**config.mk**
```make
export PLATFORM = sky130hd
export DESIGN_NAME = fft_ucode_seq
export DESIGN_NICKNAME = d
export VERILOG_FILES = /design/src/rtl/fft_ucode_seq.sv
export SDC_FILE = /design/constraint.sdc
export NUM_CORES = 2
export LEC_CHECK = 0
export CAP_MARGIN = 25
export CORE_ASPECT_RATIO = 0.75
export CORE_MARGIN = 4
export CORE_UTILIZATION = 58
export CTS_BUF_LIST = sky130_fd_sc_hd__clkbuf_4 sky130_fd_sc_hd__clkbuf_8
export DETAILED_ROUTE_END_ITERATION = 7
export GPL_TIMING_DRIVEN = 0
export PLACE_DENSITY = 0.74
export SLEW_MARGIN = 20
export SYNTH_ARGS = -nofsm -noshare
export SYNTH_HDL_FRONTEND = slang
export SYNTH_SLANG_ARGS = --single-unit
```
**constraint.sdc**
```tcl
create_clock -name clk -period 5.2 [get_ports clk]
set_input_delay 1.04 -clock clk [delete_from_list [all_inputs] [get_ports clk]]
set_output_delay 1.04 -clock clk [all_outputs]
set_load 0.03 [all_outputs]
```
**src/rtl/fft_ucode_seq.sv**
```systemverilog
// Microcoded FFT control sequencer with a run-time loadable microcode RAM.
// Issues mem[0..la] once per frame, back-to-back over the frame count.
module fft_ucode_seq #(
   parameter int CW    = 15,
   parameter int AW    = 8,
   parameter int DEPTH = 203,
   parameter int NFW   = 4
) (
   input  logic           clk,
   input  logic           rst,
   input  logic           start,
   input  logic [NFW-1:0] nframes,
   input  logic [AW-1:0]  last_addr,
   input  logic           stall,
   input  logic           abort,
   input  logic           prog_we,
   input  logic [AW-1:0]  prog_addr,
   input  logic [CW-1:0]  prog_data,
   output logic [CW-1:0]  ctrl,
   output logic           ctrl_valid,
   output logic           frame_done,
   output logic           busy,
   output logic           done
);
   typedef enum logic {IDLE, RUN} state_t;
   localparam logic [AW-1:0] LAST_MAX = AW'(DEPTH - 1);

   state_t         state, state_n;
   logic [AW-1:0]  pc, pc_n, la, la_n;
   logic [NFW-1:0] frem, frem_n;
   logic           valid_n, fd_n, busy_n, done_n;
   logic           accept, adv, at_last, more, wr_ok;
   logic [CW-1:0]  mem [DEPTH];

   // busy stays high through the final-word cycle, which already sits in IDLE
   assign accept  = (state == IDLE) && start && !busy;
   assign adv     = (state == RUN) && !abort && !stall;
   assign at_last = (pc == la);
   assign more    = (frem > NFW'(1));
   assign wr_ok   = prog_we && !busy && !rst && (32'(prog_addr) < DEPTH);

   always_ff @(posedge clk) begin
      if (wr_ok) mem[prog_addr] <= prog_data;
   end

   always_ff @(posedge clk) begin
      if (rst)
         ctrl <= '0;
      else if (adv)
         ctrl <= mem[pc];
      else if (state == IDLE || abort)
         ctrl <= '0;
   end

   always_ff @(posedge clk) begin
      if (rst) begin
         state      <= IDLE;
         pc         <= '0;
         frem       <= '0;
         la         <= '0;
         ctrl_valid <= 1'b0;
         frame_done <= 1'b0;
         busy       <= 1'b0;
         done       <= 1'b0;
      end else begin
         state      <= state_n;
         pc         <= pc_n;
         frem       <= frem_n;
         la         <= la_n;
         ctrl_valid <= valid_n;
         frame_done <= fd_n;
         busy       <= busy_n;
         done       <= done_n;
      end
   end

   always_comb begin
      state_n = state;
      unique case (state)
         IDLE: if (accept) state_n = RUN;
         RUN:  if (abort || (adv && at_last && !more)) state_n = IDLE;
      endcase
   end

   always_comb begin
      pc_n    = pc;
      frem_n  = frem;
      la_n    = la;
      valid_n = 1'b0;
      fd_n    = 1'b0;
      busy_n  = busy;
      done_n  = 1'b0;
      unique case (state)
         IDLE: begin
            busy_n = accept;
            // a frame_done seen in IDLE marks the final word of a clean run
            done_n = frame_done;
            if (accept) begin
               pc_n   = '0;
               la_n   = (last_addr > LAST_MAX) ? LAST_MAX : last_addr;
               frem_n = (nframes == '0) ? NFW'(1) : nframes;
            end
         end
         RUN: begin
            if (abort) begin
               busy_n = 1'b0;
            end else if (!stall) begin
               valid_n = 1'b1;
               if (!at_last) begin
                  pc_n = pc + 1'b1;
               end else begin
                  fd_n = 1'b1;
                  if (more) begin
                     frem_n = frem - 1'b1;
                     pc_n   = '0;
                  end
               end
            end
         end
      endcase
   end
endmodule

```
==> run metrics <==
CP Class=flip-flop to flip-flop; Final Max Slew Viols=0; GR Util All Layers=0.357; RePlAce Congestion=1.09; final hold vios=0; Buf/Inv on CP=5; Layout Area Growth over Synthesis=13.9%; nature of the critical path endpoint=flip-flop; starting density of the core=0.586; Final min period=5310 ps; ranking of synthesized cells by area=edfxtp_1 77%, mux4_2 14%, mux2i_1 1.4%; io pins=60; Synth top area share=0.767; Net Count, Synth=5,491; CTS Hold Buffers Added=0; CP peak stage delay=950 ps; vias=66,038; number of cells after detailed placement=8,365; vias per cell=7.18; GRT overflow=0; WP data required=6240 ps; Finished Layout Cells=9,197; antenna violations before repair=27; status=complete, but fails checks; flop-to-flop setup slack=-110 ps; setup bufs post-CTS=0; Mapped Area=0.119 mm^2; clk_lat worst skew=1100 ps; share of cells above drive strength 1=0.324; register area share after synthesis=0.775; Die Y=401 um; end of the worst register-to-register path=ctrl[7]$_SDFFE_PP0P_; Main synth FF type=edfxtp_1; DRT antenna net count=0; maximum clock insertion buffer count=4; CP max-delay cell=buf_1; failing checks=design-rule violations, negative setup slack; number of global-route vias before repair=61,925; RSZ-0062 raised after global routing=false; row count=143; Cell Area, Placed=0.127 mm^2; Startpoint Class=flip-flop; count leader, synth=edfxtp_1; Die Area=0.213 mm^2; H-tree lvl count=5; Syn Inst Count=5,447; Avg Synthesized Cell Area=21.9 um^2; final net count=6,182; post-synthesis register bit count=3,093; I/O Buffers=56; core area=0.203 mm^2; pre-CTS setup slack=-159 ps; CP top delay family=buffers and inverters; setup_tns=-229 ps; most frequent cells after synthesis=3,045 x edfxtp_1, 761 x mux4_2, 312 x nor2_1; peak fanout along the critical path=10; CP Cell Sequence=buf_4, buf_4, buf_2, buf_2, buf_1, nand2_1, o211ai_1, o21ai_0, nand2_1, o31ai_1, a221oi_1, a22o_1; largest net degree at the start of global routing=137; relative slew slack=0.134; CTS tree=done; DR pass1 iterations=8; maxcap violations=0; r2r worst-path depth=12; Util after Layout=0.667; FMAX=188 MHz; Clock Tree Root=clkbuf_8; cts bufs inserted=444; number of flops mapped to enable cells by yosys=3,045; Critical Path Sink=ctrl[7]$_SDFFE_PP0P_; Setup Skew=127 ps; Routed WL=383,000 um; clock sink count=3,093; Yosys top cell by area=edfxtp_1; Die X=531 um; first-pass GRT wire length=515,000 um; final setup margin=-111 ps; Tcrit/Tclk final=1.02; clock transition at the registers of the reported paths=70 ps; final hold slack=422 ps; Hold WC Path Type=input pin to flip-flop; ys async rst share=0; Pleak=41.8 nW; Worst EP arrival=6360 ps; Slew @ Worst Pin=1300 ps; Total Power=50.6 mW; Post-CTS Resized=0; Post-DP HPWL=262,000 um; synth unique cells=62; DR WL/cell=41.6 um; Ys Warns=0; PwrDens=373 mW/mm^2; DRT iter0 DRCs=13,076; Post-Layout Inst Area=0.136 mm^2; Crit path depth=12; Peak VDD IR=319 uV; Setup Viol. Count Final=4; residual DRC count=6
-- layer usage --
| metal | vias up | wire length, um | GRT usage |
|---|---|---|---|
| li1 | 24421 | - | - |
| met1 | 33888 | 132000 | 0.486 |
| met2 | 6444 | 152000 | 0.461 |
| met3 | 1251 | 71500 | 0.193 |
| met4 | 34 | 26200 | 0.186 |
| met5 | - | 1040 | 0.0310 |
-- sequential cells by signal, indices dropped and copies added (netlist names), named ones only --
signal	flops
done	1
frame_done	1
busy	1
mem	3045
frem	4
ctrl	15
state	1
pc	8
la	8
ctrl_valid	1
-- cell families (layout without fill, tap and decap cells) --
kind of cell	count (synthesis)	count (layout)	share of synthesized area
AO/OA/AOI/OAI	435	435	0.0256
XOR/XNOR	14	14	0.00103
adder cells (fa/ha/maj)	3	3	0.000315
buffers and inverters	314	1367	0.0153
flip-flops	3093	3093	0.775
multiplexers	952	952	0.160
other	0	15	0
AND/OR/NAND/NOR	636	636	0.0223
-- placed cells by master, fill, tap and decap left out, types with 67 or more instances in the layout --
cell type	n
nand2_1	194
buf_6	145
clkbuf_4	154
buf_2	67
clkbuf_8	462
mux4_2	761
nor2_1	110
nor2_2	138
a21oi_1	78
clkbuf_1	88
clkinv_1	102
mux2i_1	170
buf_8	67
edfxtp_1	3045
-- area by class of cell --
type | count | area, um^2
multi-input combinational | 2040 | 25800
clock inverter | 193 | 1260
antenna | 15 | 37.5
clock buffer | 615 | 7510
tap | 2682 | 3360
inverter | 11 | 41.3
timing repair buffer | 245 | 3430
buffer | 303 | 1840
sequential | 3093 | 92400
fill | 12574 | 67800
-- worst min path at each step --
stage	start	to	slack, ps	depth (start not counted)
floorplan	la[4]$_SDFFE_PP0P_	la[4]$_SDFFE_PP0P_	450	2
global placement	la[6]$_SDFFE_PP0P_	la[6]$_SDFFE_PP0P_	470	2
detailed placement	la[4]$_SDFFE_PP0P_	la[4]$_SDFFE_PP0P_	460	2
CTS	prog_data[2]	mem[197][2]$_DFFE_PP_	390	1
global route	prog_data[2]	mem[193][2]$_DFFE_PP_	420	1
finish	prog_data[2]	mem[20][2]$_DFFE_PP_	420	1
-- where the power goes --
part,switching [mW],internal (mW),leakage [nW],total [mW]
Combinational,2.42,1.40,9.38,3.82
Sequential,0.0179,27.4,27.7,27.4
Clock,9.40,9.96,4.66,19.4
Note: power is estimated with default switching activity, not from simulation.
